--- config.mk ---
export PLATFORM = sky130hd
export DESIGN_NAME = mem_port_arbiter_flat
export DESIGN_NICKNAME = d
export VERILOG_FILES = /design/src/rtl/mem_port_arbiter_pkg.sv /design/src/rtl/mem_port_arbiter_if.sv /design/src/rtl/mem_port_arbiter_rr_pick2.sv /design/src/rtl/mem_port_arbiter.sv /design/src/flat_wrapper.sv
export SDC_FILE = /design/constraint.sdc
export NUM_CORES = 1
export LEC_CHECK = 0
export CELL_PAD_IN_SITES_DETAIL_PLACEMENT = 0
export CELL_PAD_IN_SITES_GLOBAL_PLACEMENT = 1
export CORE_UTILIZATION = 29
export CTS_BUF_LIST = sky130_fd_sc_hd__clkbuf_4 sky130_fd_sc_hd__clkbuf_8
export DETAILED_ROUTE_END_ITERATION = 8
export HOLD_SLACK_MARGIN = 0.08
export PLACE_DENSITY_LB_ADDON = 0.1
export SYNTH_ARGS = -nofsm -noshare
export SYNTH_HDL_FRONTEND = slang
export SYNTH_HIERARCHICAL = 1
export SYNTH_SLANG_ARGS = --single-unit
--- constraint.sdc ---
create_clock -name clk -period 2.1 [get_ports clk]
set_input_delay 0.315 -clock clk [delete_from_list [all_inputs] [get_ports clk]]
set_output_delay 0.315 -clock clk [all_outputs]
set_load 0.03 [all_outputs]
--- src/rtl/mem_port_arbiter_pkg.sv ---
// Shared types and constants for the unified memory port arbiter.
package mem_port_arbiter_pkg;

   localparam int DATA_W = 32;
   localparam int ADDR_W = 32;
   localparam int STRB_W = 4;
   localparam int CNT_W  = 8;

   localparam logic PORT_IFETCH = 1'b0;
   localparam logic PORT_LSU    = 1'b1;

   typedef enum logic [1:0] {
      ST_IDLE = 2'd0,
      ST_REQ  = 2'd1,
      ST_WAIT = 2'd2
   } state_e;

   typedef struct packed {
      logic              we;
      logic [ADDR_W-1:0] addr;
      logic [DATA_W-1:0] wdata;
      logic [STRB_W-1:0] wstrb;
   } txn_t;

endpackage

--- src/rtl/mem_port_arbiter_if.sv ---
// Requester-side and memory-side signals of the arbiter; slave = arbiter view.
interface mem_port_arbiter_if;
   import mem_port_arbiter_pkg::*;

   logic              req0, req1;
   logic              we0, we1;
   logic [ADDR_W-1:0] addr0, addr1;
   logic [DATA_W-1:0] wdata0, wdata1;
   logic [STRB_W-1:0] wstrb0, wstrb1;
   logic              gnt0, gnt1;
   logic              rvalid0, rvalid1;
   logic [DATA_W-1:0] rdata0, rdata1;
   logic              err0, err1;
   logic              mem_req, mem_we;
   logic [ADDR_W-1:0] mem_addr;
   logic [DATA_W-1:0] mem_wdata;
   logic [STRB_W-1:0] mem_wstrb;
   logic              mem_ready, mem_rvalid;
   logic [DATA_W-1:0] mem_rdata;

   modport slave (
      input  req0, req1, we0, we1, addr0, addr1, wdata0, wdata1, wstrb0, wstrb1,
      input  mem_ready, mem_rvalid, mem_rdata,
      output gnt0, gnt1, rvalid0, rvalid1, rdata0, rdata1, err0, err1,
      output mem_req, mem_we, mem_addr, mem_wdata, mem_wstrb
   );

   modport master (
      output req0, req1, we0, we1, addr0, addr1, wdata0, wdata1, wstrb0, wstrb1,
      output mem_ready, mem_rvalid, mem_rdata,
      input  gnt0, gnt1, rvalid0, rvalid1, rdata0, rdata1, err0, err1,
      input  mem_req, mem_we, mem_addr, mem_wdata, mem_wstrb
   );

endinterface

--- src/rtl/mem_port_arbiter_rr_pick2.sv ---
// Combinational 2-way round-robin pick; on a tie the port not served last wins.
module rr_pick2 (
   input  logic req0_i,
   input  logic req1_i,
   input  logic last_i,
   output logic sel_o,
   output logic any_o
);

   assign any_o = req0_i | req1_i;
   assign sel_o = (req0_i & req1_i) ? ~last_i : req1_i;

endmodule

--- src/rtl/mem_port_arbiter.sv ---
// Shares one memory port between instruction fetch (port 0) and load/store (port 1).
// state | meaning
// IDLE  | no transaction, arbitrate incoming requests
// REQ   | mem_req held with latched fields until mem_ready
// WAIT  | awaiting mem_rvalid, watchdog counting toward TIMEOUT
module mem_port_arbiter #(
   parameter int TIMEOUT = 64
) (
   input logic              clk,
   input logic              rst,
   mem_port_arbiter_if.slave bus
);
   import mem_port_arbiter_pkg::*;

   localparam logic [CNT_W-1:0] TO_CNT = CNT_W'(TIMEOUT);

   state_e                        state_q, state_d;
   logic [CNT_W-1:0]              cnt_q, cnt_d;
   logic                          last_q, last_d;
   logic                          owner_q, owner_d;
   txn_t                          txn_q, txn_d;
   logic                          mem_req_q, mem_req_d;
   logic [1:0]                    gnt_q, gnt_d;
   logic [1:0]                    rvalid_q, rvalid_d;
   logic [1:0]                    err_q, err_d;
   logic [1:0][DATA_W-1:0]        rdata_q, rdata_d;
   logic                          sel, any;

   rr_pick2 u_pick (
      .req0_i (bus.req0),
      .req1_i (bus.req1),
      .last_i (last_q),
      .sel_o  (sel),
      .any_o  (any)
   );

   always_ff @(posedge clk) begin
      if (rst) begin
         state_q   <= ST_IDLE;
         cnt_q     <= '0;
         last_q    <= 1'b1;
         owner_q   <= 1'b0;
         txn_q     <= '0;
         mem_req_q <= 1'b0;
         gnt_q     <= '0;
         rvalid_q  <= '0;
         err_q     <= '0;
         rdata_q   <= '0;
      end else begin
         state_q   <= state_d;
         cnt_q     <= cnt_d;
         last_q    <= last_d;
         owner_q   <= owner_d;
         txn_q     <= txn_d;
         mem_req_q <= mem_req_d;
         gnt_q     <= gnt_d;
         rvalid_q  <= rvalid_d;
         err_q     <= err_d;
         rdata_q   <= rdata_d;
      end
   end

   always_comb begin
      state_d   = state_q;
      cnt_d     = cnt_q;
      last_d    = last_q;
      owner_d   = owner_q;
      txn_d     = txn_q;
      mem_req_d = mem_req_q;
      gnt_d     = '0;
      rvalid_d  = '0;
      err_d     = '0;
      rdata_d   = '0;
      unique case (state_q)
         ST_IDLE: begin
            if (any) begin
               owner_d     = sel;
               txn_d.we    = sel ? bus.we1    : bus.we0;
               txn_d.addr  = sel ? bus.addr1  : bus.addr0;
               txn_d.wdata = sel ? bus.wdata1 : bus.wdata0;
               txn_d.wstrb = sel ? bus.wstrb1 : bus.wstrb0;
               gnt_d[sel]  = 1'b1;
               mem_req_d   = 1'b1;
               state_d     = ST_REQ;
            end
         end
         ST_REQ: begin
            if (bus.mem_ready) begin
               mem_req_d = 1'b0;
               cnt_d     = '0;
               last_d    = owner_q;
               state_d   = ST_WAIT;
            end
         end
         ST_WAIT: begin
            cnt_d = cnt_q + 1'b1;
            // A response landing on the terminal count still beats the watchdog.
            if (bus.mem_rvalid) begin
               rvalid_d[owner_q] = 1'b1;
               rdata_d[owner_q]  = txn_q.we ? '0 : bus.mem_rdata;
               state_d           = ST_IDLE;
            end else if (cnt_q == TO_CNT) begin
               rvalid_d[owner_q] = 1'b1;
               err_d[owner_q]    = 1'b1;
               state_d           = ST_IDLE;
            end
         end
         default: state_d = ST_IDLE;
      endcase
   end

   assign bus.gnt0      = gnt_q[PORT_IFETCH];
   assign bus.gnt1      = gnt_q[PORT_LSU];
   assign bus.rvalid0   = rvalid_q[PORT_IFETCH];
   assign bus.rvalid1   = rvalid_q[PORT_LSU];
   assign bus.err0      = err_q[PORT_IFETCH];
   assign bus.err1      = err_q[PORT_LSU];
   assign bus.rdata0    = rdata_q[PORT_IFETCH];
   assign bus.rdata1    = rdata_q[PORT_LSU];
   assign bus.mem_req   = mem_req_q;
   assign bus.mem_we    = txn_q.we;
   assign bus.mem_addr  = txn_q.addr;
   assign bus.mem_wdata = txn_q.wdata;
   assign bus.mem_wstrb = txn_q.wstrb;

endmodule
--- src/flat_wrapper.sv ---
// flat-port wrapper written by rule: the top's interface ports become plain ports
module mem_port_arbiter_flat import mem_port_arbiter_pkg::*;
#(
   parameter int TIMEOUT = 64
)
  (clk, rst, bus_req0, bus_req1, bus_we0, bus_we1, bus_addr0, bus_addr1, bus_wdata0, bus_wdata1, bus_wstrb0, bus_wstrb1, bus_mem_ready, bus_mem_rvalid, bus_mem_rdata, bus_gnt0, bus_gnt1, bus_rvalid0, bus_rvalid1, bus_rdata0, bus_rdata1, bus_err0, bus_err1, bus_mem_req, bus_mem_we, bus_mem_addr, bus_mem_wdata, bus_mem_wstrb);
  mem_port_arbiter_if bus_i ();
  input logic clk;
  input logic rst;
  input wire logic [$bits(bus_i.req0)-1:0] bus_req0;
  input wire logic [$bits(bus_i.req1)-1:0] bus_req1;
  input wire logic [$bits(bus_i.we0)-1:0] bus_we0;
  input wire logic [$bits(bus_i.we1)-1:0] bus_we1;
  input wire logic [$bits(bus_i.addr0)-1:0] bus_addr0;
  input wire logic [$bits(bus_i.addr1)-1:0] bus_addr1;
  input wire logic [$bits(bus_i.wdata0)-1:0] bus_wdata0;
  input wire logic [$bits(bus_i.wdata1)-1:0] bus_wdata1;
  input wire logic [$bits(bus_i.wstrb0)-1:0] bus_wstrb0;
  input wire logic [$bits(bus_i.wstrb1)-1:0] bus_wstrb1;
  input wire logic [$bits(bus_i.mem_ready)-1:0] bus_mem_ready;
  input wire logic [$bits(bus_i.mem_rvalid)-1:0] bus_mem_rvalid;
  input wire logic [$bits(bus_i.mem_rdata)-1:0] bus_mem_rdata;
  output wire logic [$bits(bus_i.gnt0)-1:0] bus_gnt0;
  output wire logic [$bits(bus_i.gnt1)-1:0] bus_gnt1;
  output wire logic [$bits(bus_i.rvalid0)-1:0] bus_rvalid0;
  output wire logic [$bits(bus_i.rvalid1)-1:0] bus_rvalid1;
  output wire logic [$bits(bus_i.rdata0)-1:0] bus_rdata0;
  output wire logic [$bits(bus_i.rdata1)-1:0] bus_rdata1;
  output wire logic [$bits(bus_i.err0)-1:0] bus_err0;
  output wire logic [$bits(bus_i.err1)-1:0] bus_err1;
  output wire logic [$bits(bus_i.mem_req)-1:0] bus_mem_req;
  output wire logic [$bits(bus_i.mem_we)-1:0] bus_mem_we;
  output wire logic [$bits(bus_i.mem_addr)-1:0] bus_mem_addr;
  output wire logic [$bits(bus_i.mem_wdata)-1:0] bus_mem_wdata;
  output wire logic [$bits(bus_i.mem_wstrb)-1:0] bus_mem_wstrb;
  assign bus_i.req0 = bus_req0;
  assign bus_i.req1 = bus_req1;
  assign bus_i.we0 = bus_we0;
  assign bus_i.we1 = bus_we1;
  assign bus_i.addr0 = bus_addr0;
  assign bus_i.addr1 = bus_addr1;
  assign bus_i.wdata0 = bus_wdata0;
  assign bus_i.wdata1 = bus_wdata1;
  assign bus_i.wstrb0 = bus_wstrb0;
  assign bus_i.wstrb1 = bus_wstrb1;
  assign bus_i.mem_ready = bus_mem_ready;
  assign bus_i.mem_rvalid = bus_mem_rvalid;
  assign bus_i.mem_rdata = bus_mem_rdata;
  assign bus_gnt0 = bus_i.gnt0;
  assign bus_gnt1 = bus_i.gnt1;
  assign bus_rvalid0 = bus_i.rvalid0;
  assign bus_rvalid1 = bus_i.rvalid1;
  assign bus_rdata0 = bus_i.rdata0;
  assign bus_rdata1 = bus_i.rdata1;
  assign bus_err0 = bus_i.err0;
  assign bus_err1 = bus_i.err1;
  assign bus_mem_req = bus_i.mem_req;
  assign bus_mem_we = bus_i.mem_we;
  assign bus_mem_addr = bus_i.mem_addr;
  assign bus_mem_wdata = bus_i.mem_wdata;
  assign bus_mem_wstrb = bus_i.mem_wstrb;
  mem_port_arbiter #(.TIMEOUT(TIMEOUT)) u_core (.clk(clk), .rst(rst), .bus(bus_i));
endmodule
Word level (Yosys, flattened, before mapping)
Cells that the tools add are included.

Magnitude comparators: 4. Div/mod/pow operators: 0. Bitwise logic cells: 8. Multipliers: 0. Reduce and logical (&&, ||, !) cells: 14. Mux-type cells: 24. Shifts and indexed selects: 0. Eq/ne operators: 6. $add $sub $neg: 1.

Operators with widths (number): 32-bit two-way mux (4); 64-bit AND (1); 32-bit demux with 1-bit select (1); 8-bit one-hot mux with 2 select lines (1); 2-bit two-way mux (6); 3-bit OR reduction (3); 8-bit by 1-bit adder with 8-bit output (second input constant) (1); 8-bit by 7-bit == test with 1-bit output (second input constant) (1); 8-bit two-way mux (1); 1-bit two-way mux (6); 2-bit one-hot mux with 3 select lines (1); 2-bit AND reduction (3); 3-bit AND reduction (2); 1-bit NOT (5); 1-bit by 2-bit < comparator with 1-bit output (second input constant) (2); 4-bit two-way mux (1); 2-bit nonzero test (2); 3-bit by 2-bit != test with 1-bit output (second input constant) (1); 1-bit demux with 1-bit select (2); 2-bit by 1-bit == test with 1-bit output (second input constant) (1); 2-bit == test (second input constant) (1); 1-bit >= comparator (second input constant) (2); 1-bit logical AND (2); 2-bit zero test (1); 6 further kinds (6).

Latch bits: 0. Memory bits (read-only): 0. Memory bits (writable): 0. Output and inout port bits: 140. Memories kept: 0. Word-level logic and storage cells: 71. Bits in registers: 152. Input port bits: 176.

Depth between registers and ports, before layout
Gate-level depths: netlist (run 1).

Depth after elaboration: 6. Mapped depth: 6. Depth with buffers taken out: 5.

Hierarchy
Netlist (run 1), hierarchy kept.

By module, submodules not included: mem_port_arbiter (instances 1, cells an instance 500, sequential area each 3042.9 sq um, area an instance 5691.7 sq um); rr_pick2 (instances 1, cells an instance 2, sequential area each 0.0 sq um, area an instance 13.8 sq um).

Worst setup path before layout (run 1)
No wires, ideal clock.

Kind: input to register. From: in bus_req1. To: reg u_core.txn_q, in the netlist u_core/bus.mem_addr[0]. Library setup time: 0.122 ns. Cell stages on the path: 6. Data required time: 1.978 ns. Setup slack: 0.505 ns. Data arrival time: 1.473 ns. Path buffers: 2. Cell sequence: or2_1 -> nor2b_1 -> and3_1 -> clkbuf_1 -> clkbuf_1 -> a221o_1.

Word-level cells in the longest chain between the ends: 3. Elaborated cells on any way between the ends: 5. Those cells by class: 2 x mux; 2 x bitwise; 1 x reduce/logical.

RTL lines: start: declaration (line flat_wrapper.sv:11) `input wire logic [$bits(bus_i.req1)-1:0] bus_req1;`; 1-bit AND (line mem_port_arbiter_rr_pick2.sv:11) `assign sel_o = (req0_i & req1_i) ? ~last_i : req1_i;`; 1-bit two-way mux (line mem_port_arbiter_rr_pick2.sv:11); 32-bit two-way mux (line mem_port_arbiter.sv:79) `txn_d.addr = sel ? bus.addr1 : bus.addr0;`; end signal: assignment (line mem_port_arbiter.sv:54) `txn_q <= txn_d;`; end: declaration (line mem_port_arbiter.sv:21) `txn_t txn_q, txn_d;`.

Parallel ways exist; a longest one is shown, timed or not. A chain may end at the register's enable or synchronous reset.

Worst setup path in the final report (run 1)
From: reg u_core.txn_q, in the netlist u_core/bus.mem_addr[13]. To: out bus_mem_addr[13].

RTL lines: end: declaration (line flat_wrapper.sv:33) `output wire logic [$bits(bus_i.mem_addr)-1:0] bus_mem_addr;`.

No word-level cell between the ends.

==> flow_summary.toml, run 1 <==
[status]
status = "finished, final reports clean"

[setup_path]
crit_chain = "clkdlybuf4s50_1"
slowest_stage = "clkdlybuf4s50_1"
cp_data_arrival_time_ns = 1.55
path_buf_inv = 1
r2r_end = "u_core/bus.mem_wdata[17]"
reg2regPathDepth = 4
path_delay_family = "buffers and inverters"
r2r_start = "u_core/state_q[1]"
end_kind = "output port"
path_class = "reg -> out"
max_stage_delay_ns = 0.78
crit_required_ns = 1.78
cp_max_fo = 2
start_kind = "flip-flop"
reg2reg_slack_ns = 0.36

[clock_network]
clockBufferDepth = 2
cts_made_buffers = 17
htreeDepth = 4
path_clk_slew_ns = 0.10
clock-sinks = 152
clk_latency_ns = 0.45
cts.repair.resized = 0
post-cts-setup-buffer-count = 0
postCtsHoldBufs = 0
clockRootBuffer = "clkbuf_8"
cts_tree = "done"

[place]
pre_cts_ws_ns = -0.0904
placed_cells_incl_taps = 1052
hpwl_mm = 14.1
placement.io_buffers = 315
routabilityCongestion = 0.802

[min_path]
whs_path_depth = 3
hp-start = "bus_mem_rdata[25]"
hp-class = "in -> reg"
min_to = "u_core/bus.rdata0[25]"

[floorplan]
start_util_pct = 30.0
fp.dieW_um = 142
io_pins = 316
core_area_mm2 = 0.0190
die-area_mm2 = 0.0202
fp.dieH_um = 142
core.rowCount = 50

[timing]
rsz0062_at_grt = "false"
hold_slack_ns = 0.417
worst_slew_pin_slew_ns = 0.555
setup_viol_count_final = 0
final_max_slew_viol_count = 0
fin_ws_ns = 0.233
fin_skew_ns = 0.0130
fmax_mhz = 536
maxSlewHeadroom_pct = 62.4
period_minus_slack_ns = 1.87
hold_violations = 0
final_min_period_over_clock_period_pct = 88.9

[global_route]
grt-ovfl-total = 0
grt_pass1_vias = 5232
track_usage_pct = 19.0
antenna_found_initial = 1
grt_pass1_wl_mm = 28.9
grt_start_max_net_pins = 67

[yosys]
yosys.area.top_type_share_pct = 53.3
synth_area_leaders = "dfxtp_1 (53%), nor3b_2 (15%), a221o_1 (12%), nor2_1 (4.5%), nand2b_1 (3.6%)"
avgSynthCellArea_um2 = 11.4
synth-seq-cells = 152
dominantRegCellSynth = "dfxtp_1"
synth_largest_area_cell = "dfxtp_1"
synth.yosys.seq_area_share_pct = 53.3
synth_area_mm2 = 0.00571
syn_nets = 680
postSynth.asyncResetShare_pct = 0
syn_inst = 502
synth_edf_count = 0
synth.distinct_cells = 38
ys_warn_count = 6

[layout]
area_growth_pct = 69.3
drive_gt1_share_pct = 15.2
final_common_cell = "clkdlybuf4s50_1"
num-nets-final = 989
fin_util_pct = 50.8
final_cell_mix = "clkdlybuf4s50_1 (314), dfxtp_1 (152), nor2_1 (69), nor3b_2 (69), a221o_1 (69)"
final_cell_count_no_fill = 1085

[drt]
viasPerCell = 4.70
dr.pass1.iters = 4
routedWlPerCell_um = 17.8
top_layer = "met4"
met1_length_mm = 7.59
antenna_left = 0
routed-wl-met3_mm = 1.89
finalWirelength_mm = 19.4
vias = 5100
met2_length_mm = 9.60
dr.first_iter.drc_count = 199
route.detailed.drc = 0

[power]
leakage_nw = 3.53
cellPowerDensity_mw_per_mm2 = 731
power_mw = 7.07
vdd_drop_max_mv = 0.418

[run]
maxCapViolations = 0
## layout make-up
class                           count  area [um^2]
Fill cell                        1763         9360
Timing Repair Buffer              335         3420
Sequential cell                   152         3040
Multi-Input combinational cell    297         2420
Tap cell                          260          325
Clock buffer                       18          248
Clock inverter                     14          174
Inverter                            8         30.0
Antenna cell                        1         2.50
## metal layers
layer  vias to the layer above  GRT usage, %
met2                       235          33.0
li1                       2445             -
met3                        15          7.97
met5                         -             0
met1                      2405          20.6
met4                         0          6.90
## Yosys cell counts (4+ instances only)
| master | count |
|---|---|
| dfxtp_1 | 152 |
| nand2b_1 | 33 |
| a21oi_1 | 9 |
| clkbuf_1 | 28 |
| nand3_1 | 4 |
| nor2_1 | 69 |
| nor3b_2 | 69 |
| a221o_1 | 69 |
| buf_1 | 6 |
| inv_1 | 8 |
| nand2_1 | 7 |
| buf_6 | 9 |
## worst max path at each step
| stage | startpoint | to | slack (ns) | depth (start not counted) |
|---|---|---|---|---|
| after detailed placement | bus_req1 | u_core/bus.mem_wstrb[0] | -0.09 | 6 |
| after floorplan | bus_req1 | u_core/bus.mem_addr[0] | 0.51 | 6 |
| after global placement | bus_req1 | u_core/bus.mem_wdata[27] | -0.007 | 6 |
| after global routing | u_core/bus.mem_addr[16] | bus_mem_addr[16] | 0.17 | 1 |
| final | u_core/bus.mem_addr[13] | bus_mem_addr[13] | 0.23 | 1 |
| after CTS | u_core/bus.mem_we | bus_mem_we | 0.05 | 1 |
## stage by stage
stage	cell area (um^2)	setup TNS [ns]
after floorplan	5710	0
after detailed placement	9240	-4.75
after CTS	9660	0
after global placement	9240	-0.159
final	9660	0
after global routing	9660	0
## where the power goes
| part | total [mW] | leakage, nW | switching, mW | internal (mW) |
|---|---|---|---|---|
| clock network | 2.40 | 0.213 | 1.26 | 1.15 |
| registers | 3.14 | 1.24 | 0.101 | 3.04 |
| logic | 1.52 | 2.08 | 0.728 | 0.797 |
## registers in the layout, indices dropped and copies added, names as in the netlist
| signal | flops |
|---|---|
| u_core/bus.rdata0 | 32 |
| u_core/err_q | 2 |
| u_core/cnt_q | 8 |
| u_core/bus.mem_req | 1 |
| u_core/gnt_q | 2 |
| u_core/bus.mem_we | 1 |
| u_core/bus.mem_wstrb | 4 |
| u_core/bus.mem_wdata | 32 |
| u_core/bus.mem_addr | 32 |
| u_core/bus.rdata1 | 32 |
| u_core/state_q | 2 |
| u_core/owner_q | 1 |
| u_core/last_q | 1 |
| u_core/rvalid_q | 2 |
## cells by family after synthesis
| family | after synthesis | synth area share (%) |
|---|---|---|
| flip-flops | 152 | 53.3 |
| adder cells (fa/ha/maj) | 2 | 0.439 |
| AND/OR/NAND/NOR | 201 | 26.4 |
| buffers and inverters | 53 | 4.71 |
| AO/OA/AOI/OAI | 94 | 15.1 |
## worst min-delay path: stages
cell and delay, ns:
clkdlybuf4s50_1 0.39, nand2b_1 0.09, nor2_1 0.04
Note: power is estimated with default switching activity, not from simulation.
==> inputs of run 2 (changes only) <==
--- a/config.mk
+++ b/config.mk
@@ -7,9 +7,10 @@
 export LEC_CHECK = 0
 export CELL_PAD_IN_SITES_DETAIL_PLACEMENT = 0
 export CELL_PAD_IN_SITES_GLOBAL_PLACEMENT = 1
-export CORE_UTILIZATION = 29
+export CORE_UTILIZATION = 40
 export CTS_BUF_LIST = sky130_fd_sc_hd__clkbuf_4 sky130_fd_sc_hd__clkbuf_8
 export DETAILED_ROUTE_END_ITERATION = 8
+export DONT_BUFFER_PORTS = 1
 export HOLD_SLACK_MARGIN = 0.08
 export PLACE_DENSITY_LB_ADDON = 0.1
 export SYNTH_ARGS = -nofsm -noshare
==> run 2 against run 1 <==
Against the previous run:
- global-route usage grew 1.9 points
- wire length fell by 19%
- die area fell by 27%
- final cell count down 28%
- worst hold slack got worse by 0.29 ns
- design area shrank 24%
- worst setup slack improved by 0.18 ns
- sequential share of layout area rose by 9.8 points
- first-iteration DRC count down 9.0%
- power is 6.1% lower
- largest cell class is now registers
==> flow_summary.toml, run 2 (same netlist as run 1, synthesis figures left out) <==
[power]
clockPowerShare_pct = 37.0
p_sw_mw = 1.87
power.switching_fraction_pct = 28.1
cellPowerDensity_mw_per_mm2 = 900
leakage_nw = 2.74
p_seq_share_pct = 52.3
combPwrFrac_pct = 10.8
internal-power_mw = 4.77
vdd_drop_max_mv = 0.394

[clock_network]
path_clk_slew_ns = 0.09
cts.repair.resized = 0
clock-sinks = 152
htreeDepth = 4
clockBufferDepth = 2
post-cts-setup-buffer-count = 0
clk_latency_ns = 0.45
postCtsHoldBufs = 104
cts_made_buffers = 17
cts_tree = "done"
clockRootBuffer = "clkbuf_8"

[global_route]
grt-ovfl-total = 0
grt_pass1_vias = 4371
antenna_found_initial = 0
grt_pass1_wl_mm = 23.5
track_usage_pct = 20.9
grt_start_max_net_pins = 46

[setup_path]
crit_required_ns = 2.50
cp_max_fo = 41
cp_data_arrival_time_ns = 2.08
path_class = "reg -> reg"
end_kind = "flip-flop"
max_stage_delay_ns = 0.62
crit_chain = "or4b_4 -> buf_12 -> nor3b_2 -> a221o_1"
slowest_stage = "or4b_4"
start_kind = "flip-flop"
reg2reg_slack_ns = 0.41

[layout]
fin_util_pct = 53.1
num-nets-final = 769
final_common_cell = "dfxtp_1"
fin_area_mm2 = 0.00736
area_growth_pct = 29.1
final_cell_mix = "dfxtp_1 (152), dlygate4sd3_1 (104), nor2_1 (69), nor3b_2 (69), a221o_1 (69)"
drive_gt1_share_pct = 19.2

[drt]
routedWlPerCell_um = 19.9
finalWirelength_mm = 15.6
vias = 4266
dr.first_iter.drc_count = 181
dr.pass1.iters = 4
viasPerCell = 5.43
route.detailed.drc = 0
antenna_left = 0

[timing]
fin_setup_tns_ns = 0
hold_slack_ns = 0.129
final_min_period_over_clock_period_pct = 80.3
maxSlewHeadroom_pct = 62.0
fin_ws_ns = 0.414
fin_skew_ns = 0.00958
fmax_mhz = 593
worst_slew_pin_slew_ns = 0.568
final_max_slew_viol_count = 0
period_minus_slack_ns = 1.69
hold_violations = 0
setup_viol_count_final = 0
rsz0062_at_grt = "false"

[place]
routabilityCongestion = 0.737
hpwl_mm = 10.5
pre_cts_ws_ns = 0.359
placement.io_buffers = 0
dpl_cell_area_mm2 = 0.00588

[floorplan]
core.rowCount = 43
fp.dieW_um = 121
core_area_mm2 = 0.0139
io_pins = 316
start_util_pct = 41.1
die-area_mm2 = 0.0147
fp.dieH_um = 121

[run]
maxCapViolations = 0

[min_path]
hp-class = "in -> reg"

[status]
status = "finished, final reports clean"
[run 2: changes by cell type in the layout (fill, tap and decap cells not counted), moves of 3 or more]
cell / delta
clkdlybuf4s50_1: -314
inv_6: -5
dlygate4sd3_1: +104
buf_12: -3
buf_4: -6
[run 2: final timing paths]
kind                                            endpoint         startpoint  cells past startpoint
worst max-delay path             u_core/bus.mem_addr[27]  u_core/state_q[1]                      4
worst min-delay path            u_core/bus.mem_wdata[28]     bus_wdata0[28]                      2
worst max register to register   u_core/bus.mem_addr[27]  u_core/state_q[1]                      4
worst min register to register           u_core/cnt_q[6]    u_core/cnt_q[6]                      1
[run 2: power by group through the flow]
stage	clock, mW	combinational (mW)	sequential [mW]
after floorplan	0	0.462	3.47
after global placement	0	0.527	3.54
after detailed placement	0	0.545	3.53
after CTS	2.52	0.710	3.47
after global routing	2.67	0.770	3.49
final	2.45	0.715	3.47
[run 2: per-layer routing]
metal,vias up,share of wire [%],GRT usage [%]
li1,2006,-,-
met1,2006,38,22.7
met2,226,50,35.9
met3,28,9.3,7.75
met4,0,2.1,9.57
met5,-,0,0
[run 2: worst max-delay path, delay by kind of cell, from the launching register on]
family                 cells  cell delay, ns
and+or+nand+nor            2            0.85
DFF                        1            0.41
buffers and inverters      1            0.22
AOI/OAI and AO/OA          1            0.13
[run 2: layout make-up]
cell class / instances / area [um^2]
Fill cell: 1199 / 6520
Sequential cell: 152 / 3040
Multi-Input combinational cell: 297 / 2420
Timing Repair Buffer: 115 / 1200
Clock buffer: 19 / 249
Tap cell: 180 / 225
Clock inverter: 13 / 195
Inverter: 8 / 30.0
Antenna cell: 1 / 2.50
[run 2: stage by stage]
| step | total power, mW | std cells |
|---|---|---|
| 4_1_cts | 6.69 | 784 |
| 3_5_place_dp | 4.07 | 648 |
| 3_3_place_gp | 4.06 | 648 |
| 2_1_floorplan | 3.93 | 502 |
| 6_report | 6.63 | 785 |
| 5_1_grt | 6.93 | 784 |
==> inputs of run 3 (changes only) <==
==> constraint.sdc (replaced) <==
create_clock -name clk -period 1.7 [get_ports clk]
set_input_delay 0.255 -clock clk [delete_from_list [all_inputs] [get_ports clk]]
set_output_delay 0.255 -clock clk [all_outputs]
set_load 0.03 [all_outputs]
==> run 3 against run 2 <==
Against the previous run:
- the flow now stops in 4_1_cts
- synthesized area unchanged
- synthesized cell count unchanged
==> flow_summary.toml, run 3 <==
[yosys]
syn_nets = 680
synth.yosys.seq_area_share_pct = 53.3
synth_area_leaders = "dfxtp_1 (53%), nor3b_2 (15%), a221o_1 (12%), nor2_1 (4.5%), nand2b_1 (3.6%)"
synth.distinct_cells = 38
ys_warn_count = 6
syn_inst = 502
postSynth.asyncResetShare_pct = 0
synth_largest_area_cell = "dfxtp_1"
synth_area_mm2 = 0.00571
synth_edf_count = 0
dominantRegCellSynth = "dfxtp_1"
avgSynthCellArea_um2 = 11.4
synth.most_common_cell = "dfxtp_1"
synth-seq-cells = 152
synth_common_cells = "dfxtp_1 (152), a221o_1 (69), nor2_1 (69), nor3b_2 (69), nand2b_1 (33)"
yosys.area.top_type_share_pct = 53.3

[status]
failing_step = "4_1_cts"
toolErrorMsg = "[ERROR RSZ-0060] Max buffer count reached."
status = "aborted with a tool error"

[clock_network]
clockBufferDepth = 2
htreeDepth = 4
post-cts-setup-buffer-count = 0
clockRootBuffer = "clkbuf_8"
cts.repair.resized = 0
cts_made_buffers = 17
clock-sinks = 152
postCtsHoldBufs = 137

[floorplan]
core.rowCount = 43
fp.dieW_um = 121
io_pins = 316
start_util_pct = 41.1
fp.dieH_um = 121

[place]
hpwl_mm = 10.3
pre_cts_ws_ns = 0.135
placement.io_buffers = 0
routabilityCongestion = 0.751
dpl_cell_area_mm2 = 0.00592
-- run 3: cells by family after synthesis --
kind of cell,Yosys count,share of synthesized area [%]
fa+ha+maj,2,0.439
simple gates,201,26.4
compound gates,94,15.1
flops,152,53.3
buf+inv,53,4.71
-- run 3: stage by stage --
stage	instances	hold slack, ns
floorplan	502	0.333
global placement	651	0.327
detailed placement	651	0.331
==> inputs of run 4 (changes only) <==
--- a/config.mk
+++ b/config.mk
@@ -5,14 +5,10 @@
 export SDC_FILE = /design/constraint.sdc
 export NUM_CORES = 1
 export LEC_CHECK = 0
-export CELL_PAD_IN_SITES_DETAIL_PLACEMENT = 0
-export CELL_PAD_IN_SITES_GLOBAL_PLACEMENT = 1
-export CORE_UTILIZATION = 40
-export CTS_BUF_LIST = sky130_fd_sc_hd__clkbuf_4 sky130_fd_sc_hd__clkbuf_8
+export CORE_UTILIZATION = 25
 export DETAILED_ROUTE_END_ITERATION = 8
 export DONT_BUFFER_PORTS = 1
-export HOLD_SLACK_MARGIN = 0.08
-export PLACE_DENSITY_LB_ADDON = 0.1
+export PLACE_DENSITY_LB_ADDON = 0.15
 export SYNTH_ARGS = -nofsm -noshare
 export SYNTH_HDL_FRONTEND = slang
 export SYNTH_HIERARCHICAL = 1
==> run 4 against run 3 <==
Against the previous run:
- the flow now finishes without violations
==> flow_summary.toml, run 4 (same netlist as run 1, synthesis figures left out) <==
[drt]
viasPerCell = 4.87
dr.first_iter.drc_count = 249
antenna_left = 0
finalWirelength_mm = 17.0
vias = 4341
route.detailed.drc = 0
dr.pass1.iters = 4
routedWlPerCell_um = 19.0

[setup_path]
reg2regPathDepth = 4
end_kind = "flip-flop"
reg2reg_slack_ns = 0.04
cp_max_fo = 39
cp_data_arrival_time_ns = 2.03
start_kind = "flip-flop"
r2r_end = "u_core/bus.mem_addr[15]"
r2r_start = "u_core/state_q[1]"
crit_required_ns = 2.07
path_class = "reg -> reg"

[global_route]
grt_pass1_vias = 4560
track_usage_pct = 14.3
grt_pass1_wl_mm = 25.7
grt_start_max_net_pins = 57
antenna_found_initial = 8
grt-ovfl-total = 0

[floorplan]
die-area_mm2 = 0.0234
fp.dieW_um = 153
fp.dieH_um = 153
io_pins = 316
core_area_mm2 = 0.0221
start_util_pct = 25.8
core.rowCount = 54

[layout]
drive_gt1_share_pct = 20.3
num-nets-final = 770
final_common_cell = "dfxtp_1"
final_cell_mix = "dfxtp_1 (152), dlygate4sd3_1 (98), nor2_1 (69), nor3b_2 (69), a221o_1 (69)"
area_growth_pct = 33.6
fin_util_pct = 34.5

[power]
vdd_drop_max_mv = 0.402
leakage_nw = 2.80
cellPowerDensity_mw_per_mm2 = 1150

[place]
hpwl_mm = 11.4
placement.io_buffers = 0
routabilityCongestion = 0.750

[timing]
period_minus_slack_ns = 1.66
fin_skew_ns = 0.0120
rsz0062_at_grt = "false"
worst_slew_pin_slew_ns = 0.526
hold_violations = 0
setup_viol_count_final = 0
maxSlewHeadroom_pct = 64.8
final_max_slew_viol_count = 0
fin_setup_tns_ns = 0
fmax_mhz = 601
final_min_period_over_clock_period_pct = 97.9

[clock_network]
clockBufferDepth = 2
htreeDepth = 4
clk_latency_ns = 0.42
cts.repair.resized = 0
path_clk_slew_ns = 0.07
clockRootBuffer = "clkbuf_16"
post-cts-setup-buffer-count = 0
clock-sinks = 152
postCtsHoldBufs = 98
cts_tree = "done"
cts_made_buffers = 17

[min_path]
min_to = "u_core/bus.rdata0[18]"
hp-start = "bus_mem_rdata[18]"
whs_path_depth = 2
hp-class = "in -> reg"

[run]
maxCapViolations = 0

[status]
status = "finished, final reports clean"
run 4: metrics by stage:
| step | area (um^2) | cells | hold slack (ns) | worst slack, ns | power, mW |
|---|---|---|---|---|---|
| 2_1_floorplan | 5710 | 502 | 0.333 | 0.157 | 4.86 |
| 3_3_place_gp | 6070 | 755 | 0.327 | 0.0599 | 5.06 |
| 3_5_place_dp | 6070 | 755 | 0.330 | 0.0654 | 5.08 |
| 4_1_cts | 7600 | 885 | 0.00389 | 0.0821 | 8.94 |
| 5_1_grt | 7620 | 892 | 0.0170 | 0.0476 | 9.19 |
| 6_report | 7620 | 892 | 0.0170 | 0.0355 | 8.80 |
run 4: where the power goes:
| part | internal [mW] | switching (mW) |
|---|---|---|
| clock network | 1.93 | 1.68 |
| registers | 3.75 | 0.517 |
| logic | 0.489 | 0.429 |
| total | 6.18 | 2.63 |
run 4: layout make-up:
cell class,count,area (um^2)
Multi-Input combinational cell,297,2420
Timing Repair Buffer,116,1200
Clock buffer,17,425
Sequential cell,152,3040
Inverter,8,30.0
Tap cell,280,350
Fill cell,2174,14500
Antenna cell,7,17.5
Clock inverter,15,130
run 4: critical path, stage by stage (launching register included):
cell	delay, ns
dfxtp_1	0.31
or4b_4	0.59
buf_12	0.21
nor3b_2	0.31
a221o_1	0.15
run 4: routing by layer:
layer / vias up / track usage, % / part of all wire, %
li1: 2013 / - / -
met1: 2061 / 14.8 / 38
met2: 246 / 25.5 / 51
met3: 19 / 5.67 / 9.1
met4: 2 / 6.25 / 1.6
met5: - / 0 / 0.077
run 4: worst max path at each step:
stage | endpoint | startpoint | cells after the start | slack, ns
2_1_floorplan | u_core/bus.mem_addr[0] | u_core/last_q | 5 | 0.16
3_3_place_gp | u_core/bus.mem_addr[15] | bus_req1 | 5 | 0.06
3_5_place_dp | u_core/bus.mem_addr[15] | bus_req1 | 5 | 0.07
4_1_cts | u_core/bus.mem_addr[15] | u_core/state_q[1] | 4 | 0.08
5_1_grt | u_core/bus.mem_addr[15] | u_core/state_q[1] | 4 | 0.05
6_report | u_core/bus.mem_addr[15] | u_core/state_q[1] | 4 | 0.04
